**src/rtl/regfile_pkg.sv**
```systemverilog
// regfile_pkg: default widths and shared types for the register-file writeback path.
package regfile_pkg;

  localparam int RF_DATA_WIDTH    = 32;
  localparam int RF_NUM_REGISTERS = 32;
  localparam int RF_ADDR_W        = $clog2(RF_NUM_REGISTERS);

  typedef logic [RF_ADDR_W-1:0] reg_addr_t;

  typedef struct packed {
    reg_addr_t                rd;
    logic [RF_DATA_WIDTH-1:0] data;
  } wb_req_t;

endpackage

```
**src/rtl/regfile_wb_arbiter_grant.sv**
```systemverilog
// wb_grant_arbiter: one-hot grant over the occupied writeback buffers.
// REGFILE_WB_RR_EN selects round-robin with a pointer kept here; otherwise fixed priority, index 0 first.
module wb_grant_arbiter #(
  parameter int NUM_REQ = 2
) (
`ifdef REGFILE_WB_RR_EN
  input  logic               clk,
  input  logic               rst,
`endif
  input  logic [NUM_REQ-1:0] req,
  output logic [NUM_REQ-1:0] grant
);

  logic found;

`ifdef REGFILE_WB_RR_EN
  localparam int PTR_W = $clog2(NUM_REQ);

  logic [PTR_W-1:0] ptr_q, ptr_d;

  // NOTE: every always_comb output gets a default first so no path leaves it unassigned (no latch).
  always_comb begin
    grant = '0;
    found = 1'b0;
    ptr_d = ptr_q;
    // Two passes: indices at/after the pointer first, then the wrapped-around ones.
    for (int i = 0; i < NUM_REQ; i++) begin
      if (!found && req[i] && i >= int'(ptr_q)) begin
        grant[i] = 1'b1;
        found    = 1'b1;
        ptr_d    = (i == NUM_REQ - 1) ? '0 : PTR_W'(i + 1);
      end
    end
    for (int i = 0; i < NUM_REQ; i++) begin
      if (!found && req[i] && i < int'(ptr_q)) begin
        grant[i] = 1'b1;
        found    = 1'b1;
        ptr_d    = (i == NUM_REQ - 1) ? '0 : PTR_W'(i + 1);
      end
    end
  end

  // NOTE: state registers use non-blocking assignments so every flop samples pre-edge values.
  always_ff @(posedge clk) begin
    if (rst) ptr_q <= '0;
    else     ptr_q <= ptr_d;
  end
`else
  always_comb begin
    grant = '0;
    found = 1'b0;
    for (int i = 0; i < NUM_REQ; i++) begin
      if (!found && req[i]) begin
        grant[i] = 1'b1;
        found    = 1'b1;
      end
    end
  end
`endif

endmodule

```
**src/rtl/regfile_wb_arbiter.sv**
```systemverilog
// regfile_wb_arbiter: per-source one-entry buffers drained through a single registered regfile write port.
// Grant policy is round-robin when REGFILE_WB_RR_EN is defined, fixed priority (index 0 first) otherwise.
module regfile_wb_arbiter
  import regfile_pkg::*;
#(
  parameter  int DATA_WIDTH    = RF_DATA_WIDTH,
  parameter  int NUM_REGISTERS = RF_NUM_REGISTERS,
  parameter  int NUM_REQ       = 2,
  localparam int ADDR_W        = $clog2(NUM_REGISTERS)
) (
  input  logic                               clk,
  input  logic                               rst,
  input  logic [NUM_REQ-1:0]                 req_valid,
  output logic [NUM_REQ-1:0]                 req_ready,
  input  logic [NUM_REQ-1:0][ADDR_W-1:0]     req_reg,
  input  logic [NUM_REQ-1:0][DATA_WIDTH-1:0] req_data,
  output logic                               wr_en,
  output logic [ADDR_W-1:0]                  reg_wr,
  output logic [DATA_WIDTH-1:0]              data_in,
  output logic [NUM_REGISTERS-1:0]           pending_mask
);

  // Same shape as wb_req_t, sized by this instance's parameters.
  typedef struct packed {
    logic [ADDR_W-1:0]     rd;
    logic [DATA_WIDTH-1:0] data;
  } entry_t;

  logic [NUM_REQ-1:0]       buf_v_q, buf_v_d, grant, xfer;
  entry_t [NUM_REQ-1:0]     buf_q, buf_d;
  logic                     wr_en_q, wr_en_d;
  logic [ADDR_W-1:0]        reg_wr_q, reg_wr_d;
  logic [DATA_WIDTH-1:0]    data_in_q, data_in_d;
  logic [NUM_REGISTERS-1:0] pend_q, pend_d;

  wb_grant_arbiter #(.NUM_REQ(NUM_REQ)) u_grant (
`ifdef REGFILE_WB_RR_EN
    .clk   (clk),
    .rst   (rst),
`endif
    .req   (buf_v_q),
    .grant (grant)
  );

  always_comb begin
    req_ready = ~buf_v_q | grant;
    xfer      = req_valid & req_ready;
    buf_v_d   = buf_v_q & ~grant;
    buf_d     = buf_q;
    wr_en_d   = |grant;
    reg_wr_d  = reg_wr_q;
    data_in_d = data_in_q;
    pend_d    = pend_q;

    if (wr_en_q) pend_d[reg_wr_q] = 1'b0;

    for (int i = 0; i < NUM_REQ; i++) begin
      if (grant[i]) begin
        reg_wr_d  = buf_q[i].rd;
        data_in_d = buf_q[i].data;
      end
    end

    // Writes to r0 are accepted and dropped; a set after the clear wins on the same bit.
    for (int i = 0; i < NUM_REQ; i++) begin
      if (xfer[i] && req_reg[i] != '0) begin
        buf_v_d[i]         = 1'b1;
        buf_d[i].rd        = req_reg[i];
        buf_d[i].data      = req_data[i];
        pend_d[req_reg[i]] = 1'b1;
      end
    end
    pend_d[0] = 1'b0;
  end

  always_ff @(posedge clk) begin
    if (rst) begin
      buf_v_q   <= '0;
      wr_en_q   <= 1'b0;
      reg_wr_q  <= '0;
      data_in_q <= '0;
      pend_q    <= '0;
    end else begin
      buf_v_q   <= buf_v_d;
      wr_en_q   <= wr_en_d;
      reg_wr_q  <= reg_wr_d;
      data_in_q <= data_in_d;
      pend_q    <= pend_d;
    end
  end

  // NOTE: buffer payload needs no reset; it is never used while its valid bit is clear.
  always_ff @(posedge clk) begin
    buf_q <= buf_d;
  end

  assign wr_en        = wr_en_q;
  assign reg_wr       = reg_wr_q;
  assign data_in      = data_in_q;
  assign pending_mask = pend_q;

endmodule

```
**config.mk**
```make
export PLATFORM = sky130hd
export DESIGN_NAME = regfile_wb_arbiter
export DESIGN_NICKNAME = d
export VERILOG_FILES = /design/src/rtl/regfile_pkg.sv /design/src/rtl/regfile_wb_arbiter_grant.sv /design/src/rtl/regfile_wb_arbiter.sv
export SDC_FILE = /design/constraint.sdc
export NUM_CORES = 1
export LEC_CHECK = 0
export ABC_AREA = 1
export ABC_CLOCK_PERIOD_IN_PS = 1700
export CAP_MARGIN = 20
export CORE_MARGIN = 1.5
export CORE_UTILIZATION = 30
export DETAILED_ROUTE_END_ITERATION = 10
export GPL_TIMING_DRIVEN = 0
export PLACE_DENSITY = 0.52
export SETUP_SLACK_MARGIN = 0.05
export SYNTH_ARGS = -nofsm -noshare
export SYNTH_HDL_FRONTEND = slang
export SYNTH_SLANG_ARGS = --single-unit
```
**constraint.sdc**
```tcl
create_clock -name clk -period 1.7 [get_ports clk]
set_input_delay 0.34 -clock clk [delete_from_list [all_inputs] [get_ports clk]]
set_output_delay 0.34 -clock clk [all_outputs]
set_load 0.02 [all_outputs]
```
# --- Yosys cells after proc, flatten, opt, wreduce, memory -nomap -nowiden ---
# Cells that the tools add are included.
word_totals:
  reg_bits: 146
  in_bits: 78
  out_inout_bits: 72
  word_cells: 53
classes:
  n_lt_le_gt_ge: 6
  mux: 17
  n_bitwise: 9
  reduce_logical: 11
ops:
  columns: ["operator", "n"]
  rows:
  - ["$mux W32", 5]
  - ["$or A32 B32 Y32", 2]
  - ["$and A32 B32 Y32", 1]
  - ["$not A32 Y32", 1]
  - ["$lt A5 B6 Y1 const B", 3]
  - ["$demux W1 S5", 3]
  - ["$ge A5 B1 Y1 const B", 3]
  - ["$mux W5", 2]
  - ["$reduce_bool A5 Y1", 2]
  - ["$mux W1", 7]
  - ["$logic_and A1 B1 Y1", 6]
  - ["$and A2 B2 Y2", 2]
  - ["$not A2 Y2", 2]
  - ["$or A2 B2 Y2", 1]
  - ["$reduce_bool A2 Y1", 1]
  - ["$reduce_or A2 Y1", 1]
  - ["$logic_not A1 Y1", 1]

# --- Longest topological paths before layout ---
# Gate-level depths: netlist (run 1).
depth:
  word_depth: 11
  depth_mapped: 8
  depth_no_buf: 8

# --- Modules after synthesis ---
# A second synthesis (run 1) with hierarchy kept.
hier_totals:
  cells_unflattened: 675
  area_unflattened_um2: 6044.5
modules_own_cells:
  columns: ["mod", "instances", "cells_each", "area_each_um2", "seq_area_each_um2"]
  rows:
  - ["regfile_wb_arbiter", 1, 672, 6027.0, 3643.5]
  - ["wb_grant_arbiter", 1, 3, 17.5, 0.0]

# --- Least setup slack after synthesis (run 1) ---
# OpenSTA, ideal clock, no wires.
synth_timing:
  kind: "register to register"
  startpoint: "reg buf_v_q[0]"
  endpoint: "reg buf_q[37] in the netlist's numbering (enable)"
  setup_time_ps: 392
  arrival_ps: 1556
  t_required_ps: 1308
  path_slack_ps: -247
  path_stages_with_launch: 6
  path_buffers: 0
  period_less_slack_ps: 1947
  path_cell_list: "dfxtp_1 > nand2_2 > nand2_2 > inv_1 > nand2_1 > inv_1"
synth_between:
  elab_chain_cells: 7
synth_rtl:
  columns: ["element", "line_no", "text"]
  rows:
  - ["from (decl)", "regfile_wb_arbiter.sv:29", "logic [NUM_REQ-1:0] buf_v_q, buf_v_d, grant, xfer;"]
  - ["from (signal assigned)", "regfile_wb_arbiter.sv:84", "buf_v_q <= buf_v_d;"]
  - ["$mux W1", "regfile_wb_arbiter_grant.sv:53", "if (!found && req[i]) begin"]
  - ["$logic_not A1 Y1", "regfile_wb_arbiter_grant.sv:53", null]
  - ["$logic_and A1 B1 Y1", "regfile_wb_arbiter_grant.sv:53", null]
  - ["$mux W1", "regfile_wb_arbiter_grant.sv:53", null]
  - ["$or A2 B2 Y2", "regfile_wb_arbiter.sv:46", "req_ready = ~buf_v_q | grant;"]
  - ["named net req_ready[1]", "regfile_wb_arbiter.sv:14", "output logic [NUM_REQ-1:0] req_ready,"]
  - ["$and A2 B2 Y2", "regfile_wb_arbiter.sv:47", "xfer = req_valid & req_ready;"]
  - ["$logic_and A1 B1 Y1", "regfile_wb_arbiter.sv:66", "if (xfer[i] && req_reg[i] != '0) begin"]
  - ["to (signal assigned)", "regfile_wb_arbiter.sv:94", "buf_q <= buf_d;"]
  - ["to (decl)", "regfile_wb_arbiter.sv:30", "entry_t [NUM_REQ-1:0] buf_q, buf_d;"]
# The timed path passes the listed nets, and every way through them passes these cells.
# A chain may end at the register's enable or synchronous reset.

# --- Worst setup path in the final report (run 1) ---
layout_timing:
  startpoint: "reg reg_wr_q[1], in the netlist reg_wr[1]"
  endpoint: "out reg_wr[1]"
layout_lines:
  columns: ["element", "line_no", "text"]
  rows:
  - ["from (decl)", "regfile_wb_arbiter.sv:32", "logic [ADDR_W-1:0] reg_wr_q, reg_wr_d;"]
  - ["from (signal assigned)", "regfile_wb_arbiter.sv:86", "reg_wr_q <= reg_wr_d;"]
  - ["to (decl)", "regfile_wb_arbiter.sv:18", "output logic [ADDR_W-1:0] reg_wr,"]
# No word-level cell between the ends.

==> results.md, run 1 <==
- The post-synthesis cell area is 0.00584 mm².
- The first-pass iteration count of the detailed router is 5.
- Fill cells in the final layout number 1871.
- The post-synthesis share of cell area spent on full adders, half adders and majority gates is 0%.
- For this run, global-route usage on met2 was measured as 27.2%.
- The TritonCTS clock tree is built.
- Timing analysis after detailed placement gives a worst setup slack of -1300 ps.
- The final-report setup violation count is 0.
- The first global-routing pass estimated 25800 µm of wire.
- Data on the critical path is required at its endpoint by 1360 ps.
- The detail route stage leaves a number of antenna-violating nets equal to 0.
- The fraction of the core area covered by cells at the end of the flow is 44.0%.
- The total buffers and inverters traversed by the critical path is 1.
- The remaining max-slew budget at the tightest pin is 55.0%.
- The cell family contributing the most delay on the critical path is flip-flops.
- In this run the static leakage power is 3.90 nW.
- The flow ran to the end, and the final reports show no timing, DRC or antenna violations.
- The post-synthesis compound-gate area fraction is 4.50%.
- In this run the deepest clock path goes through 2 buffers.
- For this design the top-level I/O count stands at 150.
- Setup repair after global routing left no endpoint under its margin.
- The largest total area in the synthesized netlist belongs to sky130_fd_sc_hd__edfxtp_1.
- In this run the standard cell core region covers 0.0189 mm².
- The most used flip-flop cell after synthesis is sky130_fd_sc_hd__edfxtp_1.
- In this run the core area contains 50 standard-cell rows.
- After detailed routing, the number of remaining DRC violations is 0.
- The clock root buffer is sky130_fd_sc_hd__clkbuf_16.
- The most used routing layer is met2.
- The transition time of the tightest slew-check pin is 673 ps.
- The half-perimeter wire length of the detailed placement result is 11900 µm.
- The class of the tightest hold or removal check is primary input to flop.
- The number of max-slew violations in the final report came to 0.
- The count of buffers from port buffering is 147.
- For met3 alone, demand over resource in global routing was 4.34%.
- The detailed router finished its first iteration with 259 violations.
- Traced cell by cell, the critical path runs through dlygate4sd2_1.
- The peak per-stage delay on the critical path is 440 ps.
- The chip height is 142 µm.
- For this run the aggregate overflow at the end of global routing stands at 0.
- The via-per-instance ratio is 4.44.
- Cells with a size suffix above 1 make up 9.05% of the layout.
- VDD sags by at most 0.606 mV.
- The met1 layer usage reported by global route is 23.1%.
- The proportion of synthesized area in mux cells is 0%.
- By area, the combinational part of the netlist is dominated by simple AND/OR/NAND/NOR gates.
- The CTS clock-pin slew for the worst setup and hold paths is 60 ps.
- The global-route usage over all layers is 17.2%.
- The number of antenna violations at the first check in global routing is 0.
- The final antenna diode count is 0.
- By instance count, the leading cell after synthesis is sky130_fd_sc_hd__nand2_1.
- CTS built an H-tree with a depth of 4.
- The largest fanout of any net on the critical path is 8.
- Power spread over the standard cell area amounts to 1060 mW/mm².
- Yosys mapped the design onto 24 distinct sky130hd cell types.
- Of the total synthesized cell area, the portion taken by XOR and XNOR cells is 0%.
- The number of max-cap violations is 0.
- Synthesis produced 662 cells.
- From left edge to right edge, the die measures 142 µm.
- Entering global routing, the biggest net connects 20 pins.
- Yosys printed 0 warnings.
- Derived from the worst setup path, the maximum achievable clock frequency is 641 MHz.
- The share of synthesized cell area in and, or, nand and nor gates is 26.2%.
- Dividing the detail-routed wire length by the instance count gives 15.5 µm.
- The arrival time reported for the critical path endpoint is 1220 ps.
- Sequential cells were found to cover 62.4% of the synthesized design area.
- The via count is 4937.
- The critical path class is flop to output port.
- Across the routed clock network, the largest skew measured is 9.46 ps.
- Routability-driven placement finished with a final weighted congestion of 0.898.
- At the later pin of the worst-skew pair, clock insertion delay measures 420 ps.
- The via count of the first global-routing pass is 4610.
- The final critical path takes up 91.8% of the cycle.
- The number of sinks on the clock net is 145.
- The floorplan step defined a die boundary enclosing 0.0203 mm².
- The total chip power is 0.00882 W.
- The number of nets handed over by synthesis was 740.
- The count of final hold-check violations is 0.
- The cell type of the slowest stage on the worst timing path is sky130_fd_sc_hd__dfxtp_2.
- For the finished layout, the period the worst path requires is 1560 ps.
- Buffers inserted during clock tree synthesis total 17.
- The nature of the critical path endpoint is an output port.
- The commonest cells after synthesis are sky130_fd_sc_hd__nand2_1 (241), sky130_fd_sc_hd__edfxtp_1 (74), sky130_fd_sc_hd__inv_1 (74).
- The synthesized design devotes to its leading area cell type 38.1% of total area.
- The number of synthesized flops with an enable pin is 74.
- The aggregate routed wire length is 17200 µm.
- For this run, asynchronously set or reset flops after synthesis account for 0%.
- The synthesis-to-layout area growth is 42.5%.
- In the post-route analysis, the smallest setup slack over all paths is 140 ps.
- Counting flops and latches in the post-synthesis netlist gives 145.
- The startpoint type of the worst setup path is a flop.
- Averaged over all synthesized cells, the footprint is 8.82 µm².
- Yosys attributes the largest share of cell area to sky130_fd_sc_hd__edfxtp_1 (38%), sky130_fd_sc_hd__dfxtp_1 (24%), sky130_fd_sc_hd__nand2_1 (15%).
- Once the floorplan was initialized, standard cells occupied 30.9% of the core.
- The number of nets in the final layout is 917.
- In this run, post-CTS hold repair placed 0 buffers.
-- registers in the layout (all words and copies together) (netlist names) --
name and flops:
buf_q 74, buf_v_q 2, data_in 32, pending_mask 31, reg_wr 5, wr_en 1
-- final cells by class --
class,count,area [µm²],share of cell area [%]
plain buffers,20,100,1.20
flip-flops and latches,145,3650,43.9
repair inverters,2,15.0,0.181
repair buffers,156,1480,17.7
well taps,260,325,3.91
clock inverters,12,166,2.00
inverters,79,304,3.66
multi-input cells,418,1850,22.2
clock buffers,19,433,5.20
-- per-layer routing --
metal	up-vias	part of all wire (%)
met5	-	0
met4	0	1.3
met3	14	6.9
met2	178	45
met1	2272	47
li1	2473	-
-- cells by family (layout without fill, tap and decap cells) --
group           count (synthesis)  after routing
other cells                     2              2
buf+inv                        99            288
flops                         145            145
compound gates                 42             42
simple gates                  374            374
-- repair_timing --
action	4_1_cts	5_1_grt
gates resized for setup	81	8
cloned	2	0
setup buffers	9	0
endpoints found under the hold margin	0	0
setup endpoints to repair	154	44
-- metrics by stage --
step           hold slack, ps  instances  area [µm²]  TNS [ps]
6_report                  360       1111        8320         0
4_1_cts                   458       1111        8300         0
5_1_grt                   349       1111        8320         0
2_1_floorplan             439        662        5880     -1220
3_3_place_gp              480       1069        7670    -99680
3_5_place_dp              480       1069        7670   -100060
-- cell usage in the layout (no fill, tap or decap), types with 2 or more instances in the layout --
cell	Yosys	layout
sky130_fd_sc_hd__clkbuf_1	7	8
sky130_fd_sc_hd__a31oi_1	4	4
sky130_fd_sc_hd__clkbuf_2	0	2
sky130_fd_sc_hd__clkbuf_16	0	17
sky130_fd_sc_hd__bufinv_16	0	4
sky130_fd_sc_hd__conb_1	2	2
sky130_fd_sc_hd__buf_4	3	10
sky130_fd_sc_hd__buf_12	0	2
sky130_fd_sc_hd__nor3_1	12	11
sky130_fd_sc_hd__nand2_1	241	240
sky130_fd_sc_hd__dlygate4sd2_1	0	72
sky130_fd_sc_hd__nand3_1	56	55
sky130_fd_sc_hd__a21oi_1	7	7
sky130_fd_sc_hd__a21boi_0	13	13
sky130_fd_sc_hd__buf_2	10	10
sky130_fd_sc_hd__nand2_4	0	3
sky130_fd_sc_hd__dfxtp_1	71	66
sky130_fd_sc_hd__clkinv_1	1	3
sky130_fd_sc_hd__clkinvlp_4	0	6
sky130_fd_sc_hd__nor2_1	53	52
sky130_fd_sc_hd__inv_1	74	72
sky130_fd_sc_hd__nand4_1	4	4
sky130_fd_sc_hd__dlymetal6s2s_1	0	3
sky130_fd_sc_hd__nor2_2	4	5
sky130_fd_sc_hd__dfxtp_2	0	4
sky130_fd_sc_hd__o21a_1	5	5
sky130_fd_sc_hd__inv_2	4	4
sky130_fd_sc_hd__edfxtp_1	74	74
sky130_fd_sc_hd__o21ai_0	12	11
sky130_fd_sc_hd__clkdlybuf4s50_1	0	71
sky130_fd_sc_hd__clkinv_2	0	3
-- report_power, final --
part / leakage (nW) / switching, W / internal, W
clock network: 0.288 / 0.00141 / 0.00243
logic: 2.31 / 0.000569 / 0.000398
registers: 1.30 / 0.0000958 / 0.00392
total: 3.90 / 0.00207 / 0.00674
-- path summary, 6_finish.rpt --
path	from	to	slack (ps)	cells past startpoint
worst max-delay path	reg_wr[1]$_SDFFE_PP0P_	reg_wr[1]	140	1
worst min-delay path	req_reg[7]	buf_q[71]$_DFFE_PN_	360	1
worst max register to register	reg_wr[1]$_SDFFE_PP0P_	pending_mask[2]$_SDFF_PP0_	150	5
worst min register to register	pending_mask[8]$_SDFF_PP0_	pending_mask[8]$_SDFF_PP0_	480	2
Note: power is estimated with default switching activity, not from simulation.
==> run 2, diff against run 1 <==
- RECOVER_POWER: not set -> 50
==> results.md, run 2 (synthesized netlist as in run 1, its figures left out) <==
- The total chip power came to 0.00879 W (was 0.00882 W).
- The proportion of power drawn by the clock network is 43.8% (was 43.5%).
- The share of power burned in registers is 45.6% (was 45.5%).
- The number of remaining DRC errors came to 0 (unchanged).
- The number of sinks on the clock net is 145 (unchanged).
- The shortest period the worst path allows is 1600 ps (was 1560 ps).
- The transition time of the tightest slew-check pin is 654 ps (was 673 ps).
- The die boundary width is 142 µm (unchanged).
- The final weighted congestion of routability-driven global placement was 0.898 (unchanged).
- The starting density of the core is 30.9% (unchanged).
- The count of buffers from port buffering was 147 (unchanged).
- The cell count after placement is 1069 (unchanged).
- The number of nets in the final layout came to 917 (unchanged).
- The site row count was 50 (unchanged).
- The number of clock buffers inserted by TritonCTS is 17 (unchanged).
- The arrival time reported for the critical path endpoint is 1890 ps (was 1220 ps).
- The first-pass iteration count of the detailed router came to 5 (unchanged).
- The cell type of the slowest stage on the worst timing path is sky130_fd_sc_hd__dlygate4sd3_1 (was sky130_fd_sc_hd__dfxtp_2).
- The number of flip-flops in the largest register is 74 (unchanged).
- The fraction of layout instances using a drive strength above 1 is 9.05% (unchanged).
- The internal power came to 0.00671 W (was 0.00674 W).
- The synthesis-to-layout area growth is 42.1% (was 42.5%).
- The global-route congestion overflow total was 0 (unchanged).
- The global-route wire length before repair is 25800 µm (unchanged).
- The number of antenna-violating nets in the routed design is 0 (unchanged).
- The final standard cell count with taps included and fillers excluded is 1113 (was 1111).
- The startpoint type of the worst setup path was a primary input (was flop).
- The setup skew after layout came to 9.70 ps (was 9.46 ps).
- The areal power density over the cells was 1060 mW/mm² (about the same).
- The number of antenna violations at the first check in global routing is 1 (was 0).
- The critical path class is primary input to flop (was flop to output port).
- The tightest hold margin is 353 ps (was 360 ps).
- The peak per-stage delay on the critical path is 610 ps (was 440 ps).
- The CTS clock-pin slew for the worst setup and hold paths is 60 ps (about the same).
- The share of the clock period used by the worst path came to 94.3% (was 91.8%).
- The worst-skew pair later-pin latency is 420 ps (about the same).
- Setup repair after global routing missed its margin: no (unchanged).
- The worst-case clock buffer depth is 2 (unchanged).
- The global-route usage over all layers came to 17.2% (unchanged).
- The remaining max-slew budget at the tightest pin was 56.2% (was 55.0%).
- The nature of the critical path endpoint is a flop (was output port).
- The number of top-level design ports is 150 (unchanged).
- The TritonCTS clock tree is built (unchanged).
- The count of final hold-check violations is 0 (unchanged).
- The wire length per cell after detailed routing is 15.4 µm (was 15.5 µm).
- The switching share of power is 23.7% (was 23.5%).
- The core region area is 0.0189 mm² (unchanged).
- The clock root buffer is sky130_fd_sc_hd__clkbuf_16 (unchanged).
- The switching power summed over all nets is 0.00209 W (was 0.00207 W).
- The largest fanout of any net on the critical path is 10 (was 8).
- The total leakage power is 3.88 nW (was 3.90 nW).
- The aggregate routed wire length came to 17200 µm (about the same).
- The die outline area is 0.0203 mm² (unchanged).
- The via count is 4935 (was 4937).
- The register name with the most flops is buf_q (unchanged).
- Top library cells by usage in the layout, fill and taps aside: sky130_fd_sc_hd__nand2_1 (240), sky130_fd_sc_hd__edfxtp_1 (74), sky130_fd_sc_hd__inv_1 (72), sky130_fd_sc_hd__dlygate4sd2_1 (72), sky130_fd_sc_hd__dlygate4sd3_1 (67) (was sky130_fd_sc_hd__nand2_1 (240), sky130_fd_sc_hd__edfxtp_1 (74), sky130_fd_sc_hd__inv_1 (72), sky130_fd_sc_hd__dlygate4sd2_1 (72), sky130_fd_sc_hd__clkdlybuf4s50_1 (71)).
- The half-perimeter wire length of the detailed placement result is 11900 µm (unchanged).
- The via count of the first global-routing pass is 4610 (unchanged).
- The class of the tightest hold or removal check is primary input to flop (unchanged).
- Run status: finished clean (unchanged).
- The highest clock rate was 624 MHz (was 641 MHz).
- The family with the most delay on the worst path is buffers and inverters (was flip-flops).
- The number of max-slew violations in the final report was 0 (unchanged).
- The total buffers and inverters traversed by the critical path was 3 (was 1).
- The chip height is 142 µm (unchanged).
- The level count of the clock H-tree is 4 (unchanged).
- The final-report setup violation count is 0 (unchanged).
- The count of hold buffers inserted by post-cts repair is 0 (unchanged).
- The number of max-cap violations is 0 (unchanged).
- The largest net degree at the start of global routing is 20 (unchanged).
- The combinational power share came to 10.6% (was 11.0%).
- The via-per-instance ratio came to 4.43 (was 4.44).
- The largest vdd supply drop is 0.608 mV (was 0.606 mV).
- The leading cell type in the layout, fill and taps excluded was sky130_fd_sc_hd__nand2_1 (unchanged).
- The data required time of the worst path was 1990 ps (was 1360 ps).
- Chain of cells forming the critical path: dlygate4sd3_1 -> clkbuf_1 -> clkbuf_2 -> nor2_1 (was dlygate4sd2_1).
- The DRC marker count from the first detailed-route iteration came to 274 (was 259).
## run 2: cell count changes in the layout (fill, tap and decap cells not counted)
| cell | change |
|---|---|
| sky130_fd_sc_hd__dlymetal6s2s_1 | -3 |
| sky130_fd_sc_hd__clkbuf_1 | +3 |
| sky130_fd_sc_hd__clkdlybuf4s50_1 | -67 |
| sky130_fd_sc_hd__diode_2 | +2 |
| sky130_fd_sc_hd__dlygate4sd3_1 | +67 |
## run 2: timing repair
| item | CTS | global route |
|---|---|---|
| resized for setup | 81 | 8 |
| buffers inserted | 9 | 0 |
| endpoints found under the setup margin | 154 | 44 |
| gates cloned | 2 | 0 |
## run 2: routing by layer
metal | track usage [%] | wire, µm | vias up
met1 | 23.1 | 8020 | 2280
met3 | 4.34 | 1130 | 10
met4 | 5.43 | 172 | 0
li1 | - | - | 2473
met2 | 27.2 | 7850 | 172
met5 | 0 | 0 | -
## run 2: area by class of cell
class | count | area, µm²
multi-input combinational | 418 | 1850
clock buffer | 19 | 433
timing repair inverter | 2 | 15.0
timing repair buffer | 156 | 1450
sequential | 145 | 3650
clock inverter | 12 | 166
inverter | 79 | 304
tap | 260 | 325
fill | 1874 | 10600
buffer | 20 | 100
antenna | 2 | 5.00
## run 2: through the flow
step / TNS [ps] / utilization, % / setup slack [ps] / instance area [µm²]
3_3_place_gp: -99680 / 40.6 / -1330 / 7670
5_1_grt: 0 / 43.9 / 44.5 / 8290
6_report: 0 / 43.9 / 96.9 / 8300
3_5_place_dp: -100060 / 40.6 / -1300 / 7670
4_1_cts: 0 / 43.9 / 50.2 / 8300
2_1_floorplan: -1220 / - / -33.0 / 5880
## run 2: final timing paths
kind / from / to / slack [ps] / cells after the start
setup / recovery: rst / buf_v_q[0]$_SDFF_PP0_ / 100 / 4
hold / removal: req_reg[7] / buf_q[71]$_DFFE_PN_ / 350 / 1
setup reg to reg: reg_wr[1]$_SDFFE_PP0P_ / pending_mask[2]$_SDFF_PP0_ / 160 / 5
hold reg to reg: pending_mask[8]$_SDFF_PP0_ / pending_mask[8]$_SDFF_PP0_ / 480 / 2
## run 2: power groups by stage
stage / clock network, W / logic [W] / registers (W)
after floorplan: 0 / 0.000374 / 0.00417
after global placement: 0 / 0.000986 / 0.00409
after detailed placement: 0 / 0.000992 / 0.00409
after CTS: 0.00393 / 0.000977 / 0.00401
after global routing: 0.00409 / 0.00102 / 0.00404
final: 0.00385 / 0.000932 / 0.00401
